===== config.mk =====
export PLATFORM = sky130hd
export DESIGN_NAME = uart_tx_fifo
export DESIGN_NICKNAME = d
export VERILOG_FILES = /design/src/rtl/uart_tx_fifo.sv
export SDC_FILE = /design/constraint.sdc
export NUM_CORES = 1
export LEC_CHECK = 0
export BUFFER_PORTS_ARGS = -buffer_cell sky130_fd_sc_hd__buf_4
export CAP_MARGIN = 20
export CELL_PAD_IN_SITES_DETAIL_PLACEMENT = 0
export CELL_PAD_IN_SITES_GLOBAL_PLACEMENT = 1
export CORE_AREA = 2 2 111 113
export DETAILED_ROUTE_END_ITERATION = 10
export DIE_AREA = 0 0 113 115
export GPL_TIMING_DRIVEN = 0
export PLACE_DENSITY = 0.85
export SLEW_MARGIN = 10
export SYNTH_ARGS = -nofsm -noshare
export SYNTH_HDL_FRONTEND = slang
export SYNTH_SLANG_ARGS = --single-unit

===== constraint.sdc =====
create_clock -name clk -period 7.7 [get_ports clk]
set_input_delay 1.925 -clock clk [delete_from_list [all_inputs] [get_ports clk]]
set_output_delay 1.925 -clock clk [all_outputs]
set_load 0.1 [all_outputs]

===== src/rtl/uart_tx_fifo.sv =====
`default_nettype none
//------------------------------------------------------------------------------
// Module     : uart_tx_fifo
// Description: Single-clock byte FIFO feeding the UART transmit sequencer, with
//              registered read data and registered status. The optional
//              sticky overflow flag is enabled by UART_TX_FIFO_OVF_EN.
// Revision   : 1.0
//------------------------------------------------------------------------------
`ifndef DATA_WIDTH
`define DATA_WIDTH 8
`endif

module uart_tx_fifo #(
   parameter int WIDTH        = `DATA_WIDTH,
   parameter int DEPTH        = 16,
   parameter int AFULL_THRESH = 12
) (
   input  logic                     clk,
   input  logic                     rst,
   input  logic                     wr_en,
   input  logic [WIDTH-1:0]         wr_data,
   input  logic                     flush,
   output logic                     full,
   output logic                     almost_full,
   output logic [$clog2(DEPTH):0]   level,
   input  logic                     fifo_read_en,
   output logic [WIDTH-1:0]         fifo_data,
   output logic                     fifo_empty
`ifdef UART_TX_FIFO_OVF_EN
   ,
   output logic                     overflow,
   input  logic                     ovf_clear
`endif
);

   localparam int AW = $clog2(DEPTH);
   localparam int PW = AW + 1;
   localparam logic [PW-1:0] DEPTH_L = PW'(DEPTH);
   localparam logic [PW-1:0] AFULL_L = PW'(AFULL_THRESH);

   logic [WIDTH-1:0] mem [DEPTH];
   logic [PW-1:0]    wp;
   logic [PW-1:0]    rp;
   logic [PW-1:0]    wp_nxt;
   logic [PW-1:0]    rp_nxt;
   logic [PW-1:0]    level_nxt;
   logic             wr_ok;
   logic             rd_ok;

   // Acceptance uses the registered flags, so an empty FIFO never falls through.
   always_comb begin
      wr_ok     = wr_en && !full && !flush;
      rd_ok     = fifo_read_en && !fifo_empty && !flush;
      wp_nxt    = wp + {{(PW-1){1'b0}}, wr_ok};
      rp_nxt    = rp + {{(PW-1){1'b0}}, rd_ok};
      if (flush) begin
         wp_nxt = '0;
         rp_nxt = '0;
      end
      level_nxt = wp_nxt - rp_nxt;
   end

   always_ff @(posedge clk) begin
      if (wr_ok) begin
         mem[wp[AW-1:0]] <= wr_data;
      end
   end

   always_ff @(posedge clk or negedge rst) begin
      if (!rst) begin
         wp          <= '0;
         rp          <= '0;
         level       <= '0;
         full        <= 1'b0;
         almost_full <= 1'b0;
         fifo_empty  <= 1'b1;
         fifo_data   <= '0;
      end else begin
         wp          <= wp_nxt;
         rp          <= rp_nxt;
         level       <= level_nxt;
         full        <= (level_nxt == DEPTH_L);
         almost_full <= (level_nxt >= AFULL_L);
         fifo_empty  <= (level_nxt == '0);
         if (rd_ok) begin
            fifo_data <= mem[rp[AW-1:0]];
         end
      end
   end

`ifdef UART_TX_FIFO_OVF_EN
   // A drop in the same cycle as a clear leaves the flag set.
   always_ff @(posedge clk or negedge rst) begin
      if (!rst) begin
         overflow <= 1'b0;
      end else if (wr_en && full) begin
         overflow <= 1'b1;
      end else if (ovf_clear || flush) begin
         overflow <= 1'b0;
      end
   end
`endif

endmodule

`default_nettype wire


==> flow_summary.json, run 1 <==
{
  "grt_setup_unrepaired": "false",
  "worst_path_dominant_cell_family": "adder cells",
  "postSynthNetCount": 363,
  "multiInputGateArea_mm2": 0.00166,
  "cp-start-kind": "input port",
  "fp.dieW_um": 113,
  "grt.met3_usage_pct": 4.85,
  "fillers": 831,
  "use_met1_pct": 27.2,
  "worstPathMaxFanout": 4,
  "cpMostUsedCell": "sky130_fd_sc_hd__ha_1",
  "hold_violations": 0,
  "timing.slew.headroom_pct": 31.9,
  "finClkSkew_ns": 0.00875,
  "setup_violations": 0,
  "core_area_mm2": 0.0118,
  "overflow": 0,
  "p_leak_nw": 2.62,
  "max_freq_ghz": 0.225,
  "ctsHoldBuffers": 0,
  "ys_async_sr_fraction_pct": 16.9,
  "vias": 3280,
  "grt_most_used_layer": "met2",
  "nNetsFinal": 414,
  "path_clk_slew_ns": 0.06,
  "run_status": "finished with violations",
  "area_growth_pct": 16.3,
  "place.port_buffers": 28,
  "diodes": 0,
  "timing.final.max_slew_violations": 0,
  "yosys_warnings": 0,
  "cts-root-to-sink-buffers": 2,
  "number_of_buffers_created_by_cts": 17,
  "synth_flop_cell": "sky130_fd_sc_hd__edfxtp_1",
  "final.setup.tns_ns": 0,
  "clk_latency_ns": 0.41,
  "fin_crit_sh_pct": 57.6,
  "total_power_mw": 2.23,
  "cts_root_buf": "sky130_fd_sc_hd__clkbuf_16",
  "setup.worst_path.start": "flush",
  "seq_area_frac_synth_pct": 71.3,
  "ratio_of_cells_with_drive_above_1_in_the_final_layout_pct": 27.9,
  "largest_net_degree_at_the_start_of_global_routing": 27,
  "postRouteWirelength_mm": 12.3,
  "tritoncts_clock_tree": "done",
  "drt_iter0_drc": 265,
  "synth_enable_flop_cells": 128,
  "postCtsResizedCells": 0,
  "cp-end-kind": "flip-flop",
  "hold_class": "flip-flop to flip-flop",
  "most-common-layout-cells": "sky130_fd_sc_hd__edfxtp_1, sky130_fd_sc_hd__buf_4, sky130_fd_sc_hd__dfrtp_1",
  "cp_cell_instances": "buf_4 > or3b_2 > inv_1 > ha_1 > ha_1 > xor2_1 > nand2_1 > ha_1 > xnor2_1 > inv_1 > a211oi_1 > o211ai_1 > mux2i_1",
  "mean_syn_cell_area_um2": 18.5,
  "floorplan.initialDensity_pct": 53.4,
  "route.antenna.remaining_nets": 0,
  "drt_first_pass_iters": 7,
  "worst_path_max_delay_cell": "sky130_fd_sc_hd__or3b_2",
  "post_synth_instance_area_mm2": 0.00630,
  "cap_violations": 0,
  "final-seq-area_mm2": 0.00450,
  "vdd_drop_max_mv": 0.178,
  "crit_buf_inv": 3,
  "detailed_place.area_mm2": 0.00676,
  "htreeDepth": 4,
  "die-height_um": 115,
  "ys_ff_latch": 154,
  "leading_cell_type_in_the_layout_fill_and_taps_excluded": "sky130_fd_sc_hd__edfxtp_1",
  "netlist-cell-type-count": 46,
  "power_per_cell_area_mw_per_mm2": 304,
  "globalRouteMet2Util_pct": 32.7,
  "wire_length_of_the_first_global_routing_pass_mm": 18.9,
  "grt_usage_pct": 20.2,
  "floorplan.io_pins": 29,
  "transition_at_the_pin_with_the_smallest_max_transition_slack_ns": 1.02,
  "cts.sink_count": 154,
  "final_cell_area_mm2": 0.00733,
  "routedWlPerCell_um": 22.3,
  "gp_congestion": 0.786,
  "antenna_violations_before_repair": 0,
  "total_setup_buffers_inserted_after_cts": 0,
  "post_dr_vias_cell": 5.94,
  "vias_in_the_first_global_route": 3347,
  "violated_checks": "DRC",
  "crit_arrival_ns": 4.77,
  "worst_path_largest_cell_delay_ns": 0.50,
  "worstReg2RegStart": "fifo_empty",
  "post_synth_inst_count": 341,
  "finalWorstPathRequiredPeriod_ns": 4.44,
  "critical_path_class": "input port to flip-flop",
  "dp.final_hpwl_mm": 7.88,
  "die_area_mm2": 0.0130,
  "worstPathRequired_ns": 8.03,
  "worstHoldStart": "fifo_data[4]",
  "drc_viols": 3,
  "floorplan.rows": 40
}
[cell type report]
cell class              instances  share of cell area (%)
plain buffers                  17                    1.86
clock buffers                  27                    7.46
clock inverters                 5                   0.410
inverters                       9                   0.461
multi-input cells             161                    22.6
flip-flops and latches        154                    61.3
well taps                     147                    2.51
repair buffers                 32                    3.38
[flip-flops by register name, indices dropped and copies added (netlist names)]
signal	flops
fifo_empty	1
level	5
mem	128
almost_full	1
rp	5
fifo_data	8
full	1
wp	5
[report_power, final]
group	internal (mW)	total [mW]	switching, mW
Sequential	0.944	0.965	0.0214
Combinational	0.132	0.471	0.339
Clock	0.487	0.791	0.304
Total	1.56	2.23	0.664
[metal layers]
layer	vias up	share of wire [%]
li1	1444	-
met1	1685	42
met2	133	49
met3	18	6.7
met4	0	2.0
met5	-	0
[path summary, 6_finish.rpt]
path                                 to  slack, ns  cells past startpoint
max                          fifo_empty       3.26                     13
min                        fifo_data[4]       0.53                      2
max reg2reg                  fifo_empty       4.51                     12
min reg2reg                fifo_data[4]       0.53                      2
max in group asynchronous    fifo_empty       5.97                      1
min in group asynchronous   almost_full       1.42                      1
[Yosys cell counts, types with 8 or more instances]
| cell | count | area share, % |
|---|---|---|
| sky130_fd_sc_hd__mux2i_1 | 9 | 1.4 |
| sky130_fd_sc_hd__mux4_2 | 21 | 7.5 |
| sky130_fd_sc_hd__nor2_1 | 18 | 1.1 |
| sky130_fd_sc_hd__mux2_2 | 9 | 1.6 |
| sky130_fd_sc_hd__dfrtp_1 | 25 | 9.9 |
| sky130_fd_sc_hd__edfxtp_1 | 128 | 61 |
| sky130_fd_sc_hd__mux4_1 | 8 | 3.3 |
| sky130_fd_sc_hd__inv_1 | 9 | 0.54 |
| sky130_fd_sc_hd__ha_1 | 8 | 1.6 |
| sky130_fd_sc_hd__nor2b_1 | 9 | 0.89 |
[through the flow]
step	std cells	hold slack, ns	util, %	setup slack (ns)
finish	552	0.530	62.1	3.26
global route	552	0.578	62.1	3.07
CTS	552	0.540	62.1	3.23
detailed placement	520	0.527	57.2	2.82
global placement	516	0.517	56.7	2.96
floorplan	341	0.612	-	3.46
[worst reg2reg max path, cell delays in order, from the launching register on]
cell and delay (ns):
sky130_fd_sc_hd__dfstp_2 0.37, sky130_fd_sc_hd__or3b_2 0.52, sky130_fd_sc_hd__inv_1 0.16, sky130_fd_sc_hd__ha_1 0.19
sky130_fd_sc_hd__ha_1 0.19, sky130_fd_sc_hd__xor2_1 0.18, sky130_fd_sc_hd__nand2_1 0.10, sky130_fd_sc_hd__ha_1 0.34
sky130_fd_sc_hd__xnor2_1 0.24, sky130_fd_sc_hd__inv_1 0.10, sky130_fd_sc_hd__a211oi_1 0.33, sky130_fd_sc_hd__o211ai_1 0.20
sky130_fd_sc_hd__mux2i_1 0.19
[cell families after synthesis]
family	share of synthesized area [%]
AND/OR/NAND/NOR	5.44
adder cells (fa/ha/maj)	1.91
AO/OA/AOI/OAI	3.26
multiplexers	13.9
buffers and inverters	2.70
XOR/XNOR	1.51
flip-flops	71.3
Note: power is estimated with default switching activity, not from simulation.
==> inputs of run 2 (changes only) <==
--- a/config.mk
+++ b/config.mk
@@ -5,15 +5,16 @@
 export SDC_FILE = /design/constraint.sdc
 export NUM_CORES = 1
 export LEC_CHECK = 0
+export ABC_AREA = 1
 export BUFFER_PORTS_ARGS = -buffer_cell sky130_fd_sc_hd__buf_4
 export CAP_MARGIN = 20
 export CELL_PAD_IN_SITES_DETAIL_PLACEMENT = 0
 export CELL_PAD_IN_SITES_GLOBAL_PLACEMENT = 1
-export CORE_AREA = 2 2 111 113
+export CORE_AREA = 2 2 124 126
 export DETAILED_ROUTE_END_ITERATION = 10
-export DIE_AREA = 0 0 113 115
+export DIE_AREA = 0 0 126 128
 export GPL_TIMING_DRIVEN = 0
-export PLACE_DENSITY = 0.85
+export PLACE_DENSITY = 0.79
 export SLEW_MARGIN = 10
 export SYNTH_ARGS = -nofsm -noshare
 export SYNTH_HDL_FRONTEND = slang
==> constraint.sdc (replaced) <==
create_clock -name clk -period 3.9 [get_ports clk]
set_input_delay 0.975 -clock clk [delete_from_list [all_inputs] [get_ports clk]]
set_output_delay 0.975 -clock clk [all_outputs]
set_load 0.1 [all_outputs]
==> flow_summary.json, run 2 <==
{
  "worst_path_max_delay_cell": "sky130_fd_sc_hd__nor3_4",
  "synth_flop_cell": "sky130_fd_sc_hd__edfxtp_1",
  "transition_at_the_pin_with_the_smallest_max_transition_slack_ns": 1.07,
  "finalWorstPathRequiredPeriod_ns": 3.07,
  "cp_cell_instances": "buf_4 > nor3_4 > ha_1 > ha_1 > nor2_1 > nor2_1 > inv_1 > ha_1 > a21oi_1 > nand2_1 > xor2_1 > nand2b_1 > nor2_1",
  "htreeDepth": 4,
  "run_status": "completed",
  "place.port_buffers": 28,
  "die_area_mm2": 0.0161,
  "fin_crit_sh_pct": 78.7,
  "number_of_buffers_created_by_cts": 17,
  "drc_viols": 0,
  "largest_reg_flops": 128,
  "routedWlPerCell_um": 18.3,
  "path_clk_slew_ns": 0.06,
  "post_synth_inst_count": 572,
  "postRouteWirelength_mm": 14.9,
  "drt_iter0_drc": 420,
  "worstPathMaxFanout": 10,
  "leading_cell_type_in_the_layout_fill_and_taps_excluded": "sky130_fd_sc_hd__nand2_1",
  "worst_path_largest_cell_delay_ns": 0.45,
  "cts-root-to-sink-buffers": 2,
  "synth_largest_type_area_fraction_pct": 59.9,
  "gp_congestion": 0.865,
  "final.setup.tns_ns": 0,
  "cts.sink_count": 154,
  "synth_enable_flop_cells": 128,
  "nNetsFinal": 641,
  "setup_violations": 0,
  "cap_violations": 0,
  "max_freq_ghz": 0.326,
  "tritoncts_clock_tree": "done",
  "dp.final_hpwl_mm": 10.1,
  "total_setup_buffers_inserted_after_cts": 0,
  "synth.largest_area_cell": "sky130_fd_sc_hd__edfxtp_1",
  "hold_violations": 0,
  "grt_usage_pct": 19.6,
  "ys_ff_latch": 154,
  "vdd_drop_max_mv": 0.319,
  "power_per_cell_area_mw_per_mm2": 621,
  "fillers": 1306,
  "worstPathRequired_ns": 4.21,
  "vias": 4258,
  "cp-end-kind": "flip-flop",
  "p_leak_nw": 3.01,
  "antenna_violations_before_repair": 0,
  "diodes": 0,
  "detailed_place.area_mm2": 0.00686,
  "postCtsResizedCells": 0,
  "clk_latency_ns": 0.43,
  "most-common-layout-cells": "sky130_fd_sc_hd__nand2_1, sky130_fd_sc_hd__edfxtp_1, sky130_fd_sc_hd__nand3_1",
  "post_dr_vias_cell": 5.21,
  "floorplan.io_pins": 29,
  "timing.slew.headroom_pct": 28.3,
  "crit_arrival_ns": 3.38,
  "synth.cells.most_frequent": "sky130_fd_sc_hd__nand2_1, sky130_fd_sc_hd__edfxtp_1, sky130_fd_sc_hd__nand3_1",
  "post_synth_instance_area_mm2": 0.00641,
  "cp-start-kind": "input port",
  "fp.dieW_um": 126,
  "area_growth_pct": 16.4,
  "ratio_of_cells_with_drive_above_1_in_the_final_layout_pct": 14.1,
  "wire_length_of_the_first_global_routing_pass_mm": 23.0,
  "critical_path_class": "input port to flip-flop",
  "synth_area_leaders": "sky130_fd_sc_hd__edfxtp_1, sky130_fd_sc_hd__nand2_1, sky130_fd_sc_hd__dfrtp_1",
  "drt_first_pass_iters": 6,
  "final_cell_area_mm2": 0.00747,
  "postSynthNetCount": 594,
  "floorplan.rows": 45,
  "fin_worst_hold_slack_ns": 0.447,
  "number_of_cells_in_the_design_after_placement": 788,
  "largest_net_degree_at_the_start_of_global_routing": 27,
  "yosys_warnings": 0,
  "post-synth-top-count-cell": "sky130_fd_sc_hd__nand2_1",
  "grt_setup_unrepaired": "false",
  "route.antenna.remaining_nets": 0,
  "timing.final.max_slew_violations": 0,
  "mean_syn_cell_area_um2": 11.2,
  "netlist-cell-type-count": 26,
  "overflow": 0,
  "seq_area_frac_synth_pct": 70.1,
  "finClkSkew_ns": 0.00682,
  "hold_class": "input port to async pin",
  "ctsHoldBuffers": 0,
  "ys_async_sr_fraction_pct": 16.9,
  "cts_root_buf": "sky130_fd_sc_hd__clkbuf_16",
  "finish.cell_count_without_fillers": 817,
  "core_area_mm2": 0.0149,
  "die-height_um": 128,
  "floorplan.initialDensity_pct": 43.2,
  "vias_in_the_first_global_route": 4171
}
run 2: per-stage QoR:
stage | util (%) | power [mW] | setup WS [ns]
2_1_floorplan | - | 2.68 | 1.00
3_3_place_gp | 46.2 | 2.94 | 0.482
3_5_place_dp | 46.2 | 2.95 | 0.406
4_1_cts | 50.2 | 4.65 | 0.846
5_1_grt | 50.2 | 4.78 | 0.612
6_report | 50.2 | 4.64 | 0.832
run 2: cell families (layout without fill, tap and decap cells):
group	Yosys count	after routing	share of synthesized area, %
fa+ha+maj	9	9	1.87
xor+xnor	3	3	0.410
compound gates	23	23	1.87
buf+inv	45	102	3.55
simple gates	338	338	22.2
flops	154	154	70.1
run 2: path summary, 6_finish.rpt:
path / to / slack, ns / startpoint / cells after the start
min in group clk: fifo_data[7] / 0.48 / fifo_data[7] / 2
hold reg to reg: fifo_data[7] / 0.48 / fifo_data[7] / 2
setup reg to reg: full / 1.14 / fifo_empty / 12
setup / recovery: full / 0.83 / flush / 13
max in group asynchronous: fifo_empty / 3.15 / rst / 1
hold / removal: fifo_data[5] / 0.45 / rst / 1
run 2: power breakdown:
group / switching, mW / internal, mW / total, mW
Clock: 0.612 / 1.11 / 1.73
Sequential: 0.0399 / 1.87 / 1.91
Combinational: 0.795 / 0.212 / 1.01
Total: 1.45 / 3.19 / 4.64
run 2: metal layers:
| metal | routed length (um) | global-route usage (%) |
|---|---|---|
| met1 | 6320 | 25.2 |
| met3 | 808 | 3.76 |
| met2 | 7410 | 32.7 |
| met5 | 0 | 0 |
| met4 | 401 | 8.60 |
run 2: critical path, delay by kind of cell:
family                     cells  cell delay, ns
AOI/OAI and AO/OA              1            0.17
xor gates and xnor gates       1            0.21
adders and majority gates      3            0.82
buffers and inverters          2            0.20
and+or+nand+nor                6            0.99
run 2: final cells by class:
type | count | area [um^2] | area share, %
sequential | 154 | 4500 | 60.2
multi-input combinational | 373 | 1690 | 22.7
clock buffer | 18 | 429 | 5.75
tap | 188 | 235 | 3.15
timing repair buffer | 28 | 210 | 2.81
clock inverter | 11 | 179 | 2.40
buffer | 21 | 138 | 1.84
inverter | 24 | 90.1 | 1.21
==> inputs of run 3 (changes only) <==
--- a/config.mk
+++ b/config.mk
@@ -10,11 +10,11 @@
 export CAP_MARGIN = 20
 export CELL_PAD_IN_SITES_DETAIL_PLACEMENT = 0
 export CELL_PAD_IN_SITES_GLOBAL_PLACEMENT = 1
-export CORE_AREA = 2 2 124 126
+export CORE_AREA = 2 2 118 120
 export DETAILED_ROUTE_END_ITERATION = 10
-export DIE_AREA = 0 0 126 128
+export DIE_AREA = 0 0 120 122
 export GPL_TIMING_DRIVEN = 0
-export PLACE_DENSITY = 0.79
+export PLACE_DENSITY = 0.82
 export SLEW_MARGIN = 10
 export SYNTH_ARGS = -nofsm -noshare
 export SYNTH_HDL_FRONTEND = slang
==> constraint.sdc (replaced) <==
create_clock -name clk -period 3.1 [get_ports clk]
set_input_delay 0.775 -clock clk [delete_from_list [all_inputs] [get_ports clk]]
set_output_delay 0.775 -clock clk [all_outputs]
set_load 0.1 [all_outputs]
==> flow_summary.json, run 3 (synthesis results as in run 2) <==
{
  "number_of_buffers_created_by_cts": 17,
  "postCtsResizedCells": 0,
  "vdd_drop_max_mv": 0.435,
  "tritoncts_clock_tree": "done",
  "crit_arrival_ns": 3.11,
  "fp.dieW_um": 120,
  "run_status": "completed",
  "setup.worst_path.start": "flush",
  "dp.final_hpwl_mm": 9.96,
  "overflow": 0,
  "cap_violations": 0,
  "detailroute.wirelength.met3_um": 795,
  "leading_cell_type_in_the_layout_fill_and_taps_excluded": "sky130_fd_sc_hd__nand2_1",
  "hold_class": "input port to async pin",
  "most-common-layout-cells": "sky130_fd_sc_hd__nand2_1, sky130_fd_sc_hd__edfxtp_1, sky130_fd_sc_hd__nand3_1",
  "post_dr_vias_cell": 5.23,
  "regToRegEndpoint": "full",
  "detailed_place.area_mm2": 0.00685,
  "power_per_cell_area_mw_per_mm2": 775,
  "wl_met1_mm": 6.18,
  "floorplan.io_pins": 29,
  "transition_at_the_pin_with_the_smallest_max_transition_slack_ns": 1.04,
  "grt_setup_unrepaired": "false",
  "worstPathMaxFanout": 10,
  "die_area_mm2": 0.0146,
  "postRouteWirelength_mm": 14.8,
  "place.port_buffers": 28,
  "floorplan.rows": 43,
  "top_layer_used": "met4",
  "hold_violations": 0,
  "drt_first_pass_iters": 5,
  "timing.final.max_slew_violations": 0,
  "final_cell_area_mm2": 0.00746,
  "total_setup_buffers_inserted_after_cts": 0,
  "ctsHoldBuffers": 0,
  "fillers": 1139,
  "wire_length_of_the_first_global_routing_pass_mm": 23.0,
  "diodes": 0,
  "nNetsFinal": 641,
  "cts.sink_count": 154,
  "clk_latency_ns": 0.42,
  "grt_usage_pct": 21.7,
  "core_area_mm2": 0.0135,
  "drc_viols": 0,
  "worst_reg_to_reg_cells": 12,
  "critPathCapture": "full",
  "finish.cell_count_without_fillers": 812,
  "die-height_um": 122,
  "cp-start-kind": "input port",
  "largest_reg_flops": 128,
  "antenna_violations_before_repair": 0,
  "floorplan.initialDensity_pct": 47.5,
  "worstReg2RegStart": "fifo_empty",
  "htreeDepth": 4,
  "worstPathRequired_ns": 3.41,
  "final-seq-area_mm2": 0.00450,
  "cts_root_buf": "sky130_fd_sc_hd__clkbuf_16",
  "ratio_of_cells_with_drive_above_1_in_the_final_layout_pct": 14.6,
  "finalCoreUtilization_pct": 55.2,
  "setup_violations": 0,
  "cp-end-kind": "flip-flop",
  "area_growth_pct": 16.3,
  "vias": 4249,
  "regToRegSetupSlack_ns": 0.40,
  "p_leak_nw": 3.01,
  "route.antenna.remaining_nets": 0,
  "critical_path_class": "input port to flip-flop",
  "vias_in_the_first_global_route": 4258,
  "fin_crit_sh_pct": 90.4,
  "path_clk_slew_ns": 0.06,
  "total_power_mw": 5.78,
  "max_freq_ghz": 0.357,
  "number_of_cells_in_the_design_after_placement": 780,
  "met2WireLength_mm": 7.24,
  "finalWorstPathRequiredPeriod_ns": 2.80,
  "cts-root-to-sink-buffers": 2,
  "finClkSkew_ns": 0.00652,
  "gp_congestion": 0.836,
  "largest_net_degree_at_the_start_of_global_routing": 27,
  "multiInputGateArea_mm2": 0.00169,
  "drt_iter0_drc": 527,
  "routedWlPerCell_um": 18.2,
  "final.setup.tns_ns": 0,
  "timing.slew.headroom_pct": 30.1
}
## run 3: metrics by stage
stage | hold slack [ns] | worst slack (ns)
after floorplan | 0.479 | 0.345
after global placement | 0.471 | -0.0566
after detailed placement | 0.473 | -0.132
after CTS | 0.264 | 0.291
after global routing | 0.278 | 0.0788
final | 0.255 | 0.299
## run 3: worst min path at each step
stage,startpoint,cells after the start,to,slack [ns]
floorplan,rst,0,almost_full,0.48
global placement,fifo_data[7],2,fifo_data[7],0.47
detailed placement,fifo_data[7],2,fifo_data[7],0.47
CTS,rst,1,fifo_data[5],0.26
global route,rst,1,fifo_data[0],0.28
finish,rst,1,fifo_data[5],0.26
## run 3: metal layers
metal	vias up	global-route usage, %
met2	133	36.0
li1	2046	-
met1	2041	27.5
met4	0	10.8
met5	-	0
met3	29	4.03
## run 3: cell type report
type	instances	share of cell area [%]
repair buffers	28	2.82
multi-input cells	373	22.7
clock buffers	18	5.75
flip-flops and latches	154	60.3
clock inverters	14	2.40
plain buffers	21	1.85
well taps	180	3.02
inverters	24	1.21
## run 3: power breakdown
| group | total [mW] | switching (mW) | internal (mW) |
|---|---|---|---|
| combinational | 1.26 | 0.995 | 0.266 |
| sequential | 2.40 | 0.0535 | 2.35 |
| clock | 2.12 | 0.782 | 1.33 |
| total | 5.78 | 1.83 | 3.95 |
## run 3: critical path: stages
cell	delay, ns
sky130_fd_sc_hd__buf_4	0.14
sky130_fd_sc_hd__nor3_4	0.41
sky130_fd_sc_hd__ha_1	0.27
sky130_fd_sc_hd__ha_1	0.21
sky130_fd_sc_hd__nor2_1	0.06
sky130_fd_sc_hd__nor2_1	0.15
sky130_fd_sc_hd__inv_1	0.07
sky130_fd_sc_hd__ha_1	0.33
sky130_fd_sc_hd__a21oi_1	0.16
sky130_fd_sc_hd__nand2_1	0.07
sky130_fd_sc_hd__xor2_1	0.21
sky130_fd_sc_hd__nand2b_1	0.19
sky130_fd_sc_hd__nor2_1	0.06
